$ cat config.mk
export PLATFORM = sky130hd
export DESIGN_NAME = vga_timing_gen
export DESIGN_NICKNAME = d
export VERILOG_FILES = /design/src/rtl/vga_timing_gen.sv
export SDC_FILE = /design/constraint.sdc
export NUM_CORES = 1
export LEC_CHECK = 0
export ABC_CLOCK_PERIOD_IN_PS = 2600
export CORE_MARGIN = 2
export CORE_UTILIZATION = 50
export DETAILED_ROUTE_END_ITERATION = 16
export DONT_BUFFER_PORTS = 1
export PLACE_DENSITY_LB_ADDON = 0.1
export RECOVER_POWER = 50
export SYNTH_ARGS = -nofsm -noshare
export SYNTH_HDL_FRONTEND = slang
export SYNTH_SLANG_ARGS = --single-unit
$ cat constraint.sdc
create_clock -name vga_clk -period 2.6 [get_ports vga_clk]
set_clock_uncertainty 0.2 [all_clocks]
set_input_delay 0.52 -clock vga_clk [delete_from_list [all_inputs] [get_ports vga_clk]]
set_output_delay 0.52 -clock vga_clk [all_outputs]
set_load 0.02 [all_outputs]
$ cat src/rtl/vga_timing_gen.sv
// VGA raster timing: pixel/line counters plus one registered, mutually aligned output stage.
// Optional macro VGA_FRAME_COUNT_EN adds a 16-bit frame counter; otherwise frame_count is tied to 0.
module vga_timing_gen #(
   parameter int H_VISIBLE = 640,
   parameter int H_FP      = 16,
   parameter int H_SYNC    = 96,
   parameter int H_BP      = 48,
   parameter int V_VISIBLE = 480,
   parameter int V_FP      = 10,
   parameter int V_SYNC    = 2,
   parameter int V_BP      = 33
) (
   input  logic        vga_clk,
   input  logic        reset,
   input  logic        pix_en,
   output logic        hs,
   output logic        vs,
   output logic        blank,
   output logic [9:0]  DrawX,
   output logic [9:0]  DrawY,
   output logic        frame_start,
   output logic [15:0] frame_count
);

   // Compared at 11 bits so a 1024-wide total or sync end does not alias to 0.
   localparam logic [10:0] H_TOTAL  = 11'(H_VISIBLE + H_FP + H_SYNC + H_BP);
   localparam logic [10:0] V_TOTAL  = 11'(V_VISIBLE + V_FP + V_SYNC + V_BP);
   localparam logic [10:0] H_VIS    = 11'(H_VISIBLE);
   localparam logic [10:0] V_VIS    = 11'(V_VISIBLE);
   localparam logic [10:0] HS_START = 11'(H_VISIBLE + H_FP);
   localparam logic [10:0] HS_END   = 11'(H_VISIBLE + H_FP + H_SYNC);
   localparam logic [10:0] VS_START = 11'(V_VISIBLE + V_FP);
   localparam logic [10:0] VS_END   = 11'(V_VISIBLE + V_FP + V_SYNC);

   logic [9:0] hc_q, hc_d;
   logic [9:0] vc_q, vc_d;
   logic       hs_q, vs_q, blank_q, frame_start_q;
   logic [9:0] draw_x_q, draw_y_q;

   logic       h_wrap;
   logic       hs_d, vs_d, blank_d, at_origin;
   logic [10:0] hc_ext, vc_ext;

   always_comb begin
      hc_ext    = {1'b0, hc_q};
      vc_ext    = {1'b0, vc_q};
      h_wrap    = (hc_ext == H_TOTAL - 11'd1);
      hc_d      = h_wrap ? 10'd0 : hc_q + 10'd1;
      vc_d      = vc_q;
      if (h_wrap) begin
         vc_d = (vc_ext == V_TOTAL - 11'd1) ? 10'd0 : vc_q + 10'd1;
      end
      hs_d      = ~((hc_ext >= HS_START) && (hc_ext < HS_END));
      vs_d      = ~((vc_ext >= VS_START) && (vc_ext < VS_END));
      blank_d   = (hc_ext < H_VIS) && (vc_ext < V_VIS);
      at_origin = (hc_q == 10'd0) && (vc_q == 10'd0);
   end

   always_ff @(posedge vga_clk) begin
      if (reset) begin
         hc_q          <= '0;
         vc_q          <= '0;
         hs_q          <= 1'b1;
         vs_q          <= 1'b1;
         blank_q       <= 1'b0;
         draw_x_q      <= '0;
         draw_y_q      <= '0;
         frame_start_q <= 1'b0;
      end else if (pix_en) begin
         hc_q          <= hc_d;
         vc_q          <= vc_d;
         hs_q          <= hs_d;
         vs_q          <= vs_d;
         blank_q       <= blank_d;
         draw_x_q      <= hc_q;
         draw_y_q      <= vc_q;
         frame_start_q <= at_origin;
      end else begin
         // Stretched enables must not stretch the pulse.
         frame_start_q <= 1'b0;
      end
   end

   assign hs          = hs_q;
   assign vs          = vs_q;
   assign blank       = blank_q;
   assign DrawX       = draw_x_q;
   assign DrawY       = draw_y_q;
   assign frame_start = frame_start_q;

`ifdef VGA_FRAME_COUNT_EN
   logic [15:0] frame_count_q;
   logic        first_seen_q;

   // The frame that starts right after reset is frame 0; later frames count up.
   always_ff @(posedge vga_clk) begin
      if (reset) begin
         frame_count_q <= '0;
         first_seen_q  <= 1'b0;
      end else if (pix_en && at_origin) begin
         if (first_seen_q) begin
            frame_count_q <= frame_count_q + 16'd1;
         end
         first_seen_q <= 1'b1;
      end
   end

   assign frame_count = frame_count_q;
`else
   assign frame_count = '0;
`endif

endmodule

# Yosys cells after proc, flatten, opt, wreduce, memory -nomap -nowiden
# Cells that the tools add are included.
# word_totals
ff_bits	44
inputBits	3
output_inout_bits	40
wordCells	31
# classes
n_addsub	2
n_lt_le_gt_ge	6
eq_ne	2
n_mux	2
bitwise_logic	3
reduce_logical	8
# op_table
cell	n
adder 10 x 1 -> 10 bit, second input constant	2
equality test 10 bit, second input constant	2
zero test 10 bit	2
less-than comparator 10 bit, second input constant	2
less-than comparator 10 x 9 -> 1 bit, second input constant	2
2-to-1 mux 10 bit	2
greater-or-equal comparator 10 bit, second input constant	1
greater-or-equal comparator 10 x 9 -> 1 bit, second input constant	1
logical AND 1 bit	4
inverter 1 bit	3
AND reduction 2 bit	1
OR reduction 2 bit	1

# Longest topological paths before layout
# Gate-level depths: netlist (run 1).
# logic_depth
ltp_word	3
depth_mapped	7
ltp_nobuf	6

# Worst setup path before layout (run 1)
# OpenSTA, ideal clock, no wires.
# synth_path
path_kind	register -> register
startpoint	register hc_q[0]
endpoint	register vc_q[9]
setup_ns	0.072
t_arrival_ns	1.486
required_ns	2.328
setup_slack_ns	0.842
stages_incl_launch_ff	6
n_path_buf	0
cell_sequence	dfxtp_1 -> ha_1 -> and4_1 -> nand4_1 -> or3_1 -> a21oi_1
# synth_via
elab_chain_len	2
# synth_rtl
element	line	source
start, declared	35	logic [9:0] hc_q, hc_d;
start signal, assigned	61	hc_q <= '0;
start signal, assigned	70	hc_q <= hc_d;
equality test 10 bit	47	h_wrap = (hc_ext == H_TOTAL - 11'd1);
AND reduction 2 bit (no line)	--	
end signal, assigned	71	vc_q <= vc_d;
end, declared	36	logic [9:0] vc_q, vc_d;
# Every way passes these cells.
# A chain may end at the register's enable or synchronous reset.

# Worst setup path after layout (run 1)
# layout_path
startpoint	register hc_q[1]
endpoint	register vc_q[9]
# Same word-level chain as after synthesis.

==> implementation parameters, run 1 <==
Parameter                              Value

Status
  Outcome    finished clean

Layout
  P&R area growth vs syn    -0.529%
  Final antenna diode count    0
  Number of nets at the end of the flow    232
  Filler cell count in the final layout    378
  Fraction of final layout cells with drive strength greater than 1    4.44%

CTS
  Count of hold-fix buffers inserted at cts    0
  Root cell of the clock tree    clkbuf_8
  TritonCTS buffer count    5
  Number of sinks on the clock net    44
  Clock-pin slew of the registers on the worst-case setup and hold paths    0.08 ns
  TritonCTS clock tree    yes
  Clock insertion delay at the later pin of the skew report    0.29 ns
  Deepest level of the CTS H-tree    2
  Postcts setup bufs    0
  Clock Tree Buf Depth    2
  Number of gates given a new drive strength after cts    0

STA
  Slew headroom    64.1%
  Final Cycle Share    77.7%
  Achievable frequency    0.495 GHz
  Final count of hold timing violations    0
  Final Max Slew Viols    0
  Setup TNS    0 ns
  Post-route minimum period    2.02 ns
  Slew at the pin with the worst max-slew slack    0.533 ns
  Total of endpoints with negative setup slack in the final report    0
  Final worst slack    0.580 ns
  Unrepaired setup endpoints after global routing    no

Global route
  GR Overflow Total    0
  Largest net degree at the start of global routing    39
  Antenna violations before repair    0
  Vias in the first global route    1498
  Global Route Usage Sum    18.3%
  First-pass GRT wire length    7220 µm

Logic synthesis
  Number of enable-type register cells in the synthesized netlist    0
  Distinct cell type count of the synthesized netlist    36
  Async S/R FF share, synth    0%
  Dominant cells by area after synthesis    dfxtp_1, mux2i_1, buf_4
  Synth Cell Area    2130 µm²
  Top cell types by occurrence after synthesis    dfxtp_1, nor2_1, mux2i_1, buf_4, nand4_1
  Mean area per synthesized cell    9.10 µm²
  Proportion of netlist area held by the largest area contributor    41.4%
  Register area share after synthesis    41.4%
  Cell count after synthesis    234
  #FFs+latches synth    44
  Most numerous cell in the Yosys netlist    dfxtp_1
  Dominant synthesized flop cell    dfxtp_1
  Largest area contributor in the synthesized netlist    dfxtp_1
  Synth warn    0

Critical path
  Critical Path Sink Type    register
  Top fanout value on the critical path    7
  Type of the worst setup path    register to register
  Register-to-Register Setup Slack    0.58 ns
  Worst flop-to-flop path endpoint    vc_q[9]
  Crit path arrival time    2.05 ns
  Launching element type of the critical path    register
  CP Data Required Time    2.63 ns
  Worst Reg-to-Reg Cells    5
  Startpoint of the lowest-slack register-to-register path    hc_q[1]

Die
  Total Die Area    4800 µm²
  Core Region    4060 µm²
  Die Span X    69.3 µm
  Die Y-Extent    69.3 µm
  Number of core rows    23
  # IOs    43
  Starting density of the core    52.5%

Power
  Leakage power    0.845 nW
  Peak supply drop    0.000398 V
  Power density over cell area    557 nW/µm²

Route
  DRC violation count after routing    0
  Final routed wire length divided by cell count    14.7 µm
  First-iteration detailed-routing DRC count    134
  Number of vias per cell    5.46
  Final wirelength    4040 µm
  Antenna violation net count after detailed routing    0
  Total vias in the final route    1501
  First-pass DRT Iterations    4

Place
  Final weighted congestion in routability-driven placement    0.886
  Detailed Place HPWL    2830 µm
  Count of buffers inserted at the top-level ports    0
  Minimum setup slack after placement    0.583 ns

Hold path
  Min-Delay Path Class    primary input to register
  Worst Hold Path Cells    1
  Worst Min Path Start    reset
  Endpoint, Worst Hold    DrawX[7]

Flow run
  Number of max-cap violations    0
-- cells in the final DEF, fill, tap and decap left out, types with 2 or more instances in the layout --
master	n
and3_1	3
inv_1	9
nand2_1	8
xnor2_1	4
ha_1	5
mux2i_1	22
conb_1	16
or3_1	2
nand3_1	9
nor3_1	8
xor2_1	7
o21ai_0	6
and4_1	3
nor2_1	31
a21oi_1	10
dfxtp_1	44
clkbuf_8	6
nand4_1	11
nor4_1	2
nand2b_1	2
nor4b_1	4
-- how the worst max path moves through the flow --
stage | end | depth (start not counted) | start
2_1_floorplan | vc_q[9] | 5 | hc_q[0]
3_3_place_gp | vc_q[9] | 5 | hc_q[1]
3_5_place_dp | vc_q[9] | 4 | hc_q[2]
4_1_cts | vc_q[9] | 5 | hc_q[1]
5_1_grt | vc_q[2] | 4 | hc_q[2]
6_report | vc_q[9] | 5 | hc_q[1]
-- power by group --
group / switching [mW] / total [mW] / internal [mW]
registers: 0.00902 / 0.688 / 0.679
clock network: 0.233 / 0.449 / 0.216
logic: 0.0292 / 0.0435 / 0.0143
-- critical path, stage by stage, from the launching register on --
cell,delay (ns)
dfxtp_1,0.40
ha_1,0.36
and4_1,0.26
nand4_1,0.23
or3_1,0.38
a21oi_1,0.13
-- kinds of logic (layout without fill, tap and decap cells) --
| kind of cell | count (synthesis) | count (layout) | synth area share [%] |
|---|---|---|---|
| AO/OA/AOI/OAI | 19 | 19 | 4.94 |
| AND/OR/NAND/NOR | 91 | 91 | 23.6 |
| flip-flops | 44 | 44 | 41.4 |
| multiplexers | 22 | 22 | 10.3 |
| buffers and inverters | 41 | 17 | 12.1 |
| adder cells (fa/ha/maj) | 5 | 5 | 2.94 |
| other | 1 | 16 | 0.176 |
| XOR/XNOR | 11 | 11 | 4.52 |
-- layer usage --
metal	vias up	GRT usage, %	part of all wire, %	wire [µm]
li1	760	-	-	-
met1	700	22.6	47	1880
met2	36	30.2	47	1910
met3	5	5.38	4.5	183
met4	0	6.54	1.5	60
met5	-	0	0	0
-- area by class of cell --
type | count | area [µm²] | area share [%]
clock buffers | 7 | 86.3 | 4.08
flip-flops and latches | 44 | 881 | 41.6
inverters | 9 | 33.8 | 1.59
clock inverters | 1 | 7.51 | 0.354
well taps | 50 | 62.6 | 2.95
multi-input cells | 164 | 1050 | 49.4
-- state kept, by name (all words and copies together), names as in the netlist --
signal	cells
vc_q	10
vs	1
hc_q	10
blank	1
DrawX	10
hs	1
frame_start	1
DrawY	10
-- metrics by stage --
step                      area [µm²]  hold slack, ns  utilization (%)  power [mW]  instances
after floorplan                 2190           0.270                -       0.780        249
after global routing            2120          0.0722             52.2        1.23        275
after detailed placement        2020           0.305             49.9       0.747        267
final                           2120          0.0887             52.2        1.18        275
after global placement          2020           0.301             49.9       0.747        267
after CTS                       2120          0.0775             52.2        1.19        275
Power figures use the tool's default switching activity.
==> inputs of run 2 (changes only) <==
- ABC_CLOCK_PERIOD_IN_PS: 2600 -> 1940
- clock period: 2.6 -> 1.94 ns (I/O delays scaled with it)
==> implementation parameters, run 2 (synthesized netlist as in run 1, its figures left out) <==
Parameter                              Value

Global route
  GR Overflow Total    0
  First-pass GRT wire length    7360 µm
  Vias in the first global route    1463
  Global Route Usage Sum    19.1%
  Antenna violations before repair    0
  Largest net degree at the start of global routing    38

Power
  Power density over cell area    701 nW/µm²
  Leakage power    0.884 nW
  Peak supply drop    0.000423 V

STA
  Final Cycle Share    93.4%
  Achievable frequency    0.552 GHz
  Unrepaired setup endpoints after global routing    no
  Final Max Slew Viols    0
  Setup TNS    0 ns
  Total of endpoints with negative setup slack in the final report    0
  Final worst slack    0.127 ns
  Post-route minimum period    1.81 ns
  Worst hold slack after final layout    0.0238 ns
  Final count of hold timing violations    0

Route
  Antenna violation net count after detailed routing    0
  Total vias in the final route    1619
  First-iteration detailed-routing DRC count    76
  Final routed wire length divided by cell count    15.3 µm
  DRC violation count after routing    0
  Final wirelength    4420 µm
  First-pass DRT Iterations    4
  Number of vias per cell    5.62

Die
  Total Die Area    4800 µm²
  Die Y-Extent    69.3 µm
  Core Region    4060 µm²
  Starting density of the core    52.5%
  Die Span X    69.3 µm
  Number of core rows    23
  # IOs    43

CTS
  Clock Tree Buf Depth    2
  TritonCTS clock tree    yes
  Number of sinks on the clock net    44
  Postcts setup bufs    0
  TritonCTS buffer count    5
  Root cell of the clock tree    clkbuf_8
  Deepest level of the CTS H-tree    2
  Clock-pin slew of the registers on the worst-case setup and hold paths    0.08 ns
  Clock insertion delay at the later pin of the skew report    0.29 ns

Layout
  Design Area, Final    2190 µm²
  P&R area growth vs syn    3.00%
  Number of nets at the end of the flow    246
  Fraction of final layout cells with drive strength greater than 1    7.56%
  Most frequent cells in the layout    dfxtp_1, nor2_1, mux2i_1
  Final instance count without filler cells    288
  Most common cell after layout, fill and taps aside    dfxtp_1
  Final antenna diode count    0

Place
  Cell area after placement    2120 µm²
  Minimum setup slack after placement    0.104 ns
  Number of placed cells counting well taps    280
  Count of buffers inserted at the top-level ports    0
  Detailed Place HPWL    3030 µm
  Final weighted congestion in routability-driven placement    0.899

Hold path
  Min-Delay Path Class    primary input to register

Critical path
  Crit path max-delay cell type    and4bb_2
  Longest individual stage delay on the worst path    0.42 ns
  Type of the worst setup path    register to register
  Crit path arrival time    1.84 ns
  Critical Path Sink Type    register
  Top fanout value on the critical path    7
  Crit-path cells    and4bb_2 > nand4_1 > or3_1 > a21oi_1
  CP Data Required Time    1.96 ns
  Launching element type of the critical path    register

Status
  Outcome    finished clean

Flow run
  Number of max-cap violations    0
[run 2: final timing paths]
check             startpoint      end  slack, ns  cells after the start
setup / recovery     hc_q[5]  vc_q[9]       0.13                      4
hold reg to reg      hc_q[0]  hc_q[0]       0.31                      2
setup reg to reg     hc_q[5]  vc_q[9]       0.13                      4
hold / removal         reset       vs       0.02                      2
[run 2: cell type report]
type                       count  area (µm²)
sequential                    44         883
clock buffer                   6        72.6
inverter                       9        33.8
timing repair buffer          14        87.6
multi-input combinational    164        1050
fill                         384        1860
clock inverter                 1        5.00
tap                           50        62.6
[run 2: where the power goes]
| part | switching (mW) | internal (mW) | leakage [nW] |
|---|---|---|---|
| sequential | 0.0118 | 0.911 | 0.356 |
| combinational | 0.0516 | 0.0251 | 0.487 |
| clock | 0.293 | 0.245 | 0.0410 |
| total | 0.357 | 1.18 | 0.884 |
[run 2: metal layers]
metal | share of wire [%] | up-vias | GRT usage (%) | wire, µm
met2 | 48 | 38 | 32.2 | 2140
met4 | 1.6 | 0 | 6.54 | 71
met5 | 0 | - | 0 | 0
met1 | 46 | 788 | 23.7 | 2050
li1 | - | 782 | - | -
met3 | 3.5 | 11 | 5.09 | 153
[run 2: per-stage QoR]
stage	total power [mW]	utilization, %
after floorplan	1.05	-
after global placement	1.00	52.3
after detailed placement	1.00	52.3
after CTS	1.55	54.7
after global routing	1.60	54.1
final	1.54	54.1
[run 2: critical path, delay by kind of cell (launching register included)]
| family | cells | cell delay [ns] |
|---|---|---|
| compound gates | 1 | 0.16 |
| flops | 1 | 0.37 |
| simple gates | 3 | 1.01 |
[run 2: timing repair]
action                                  in CTS  in global routing
hold endpoints to repair                    35                  0
resized for setup                            0                  4
endpoints found under the setup margin       0                  2
hold buffers                                 1                  0
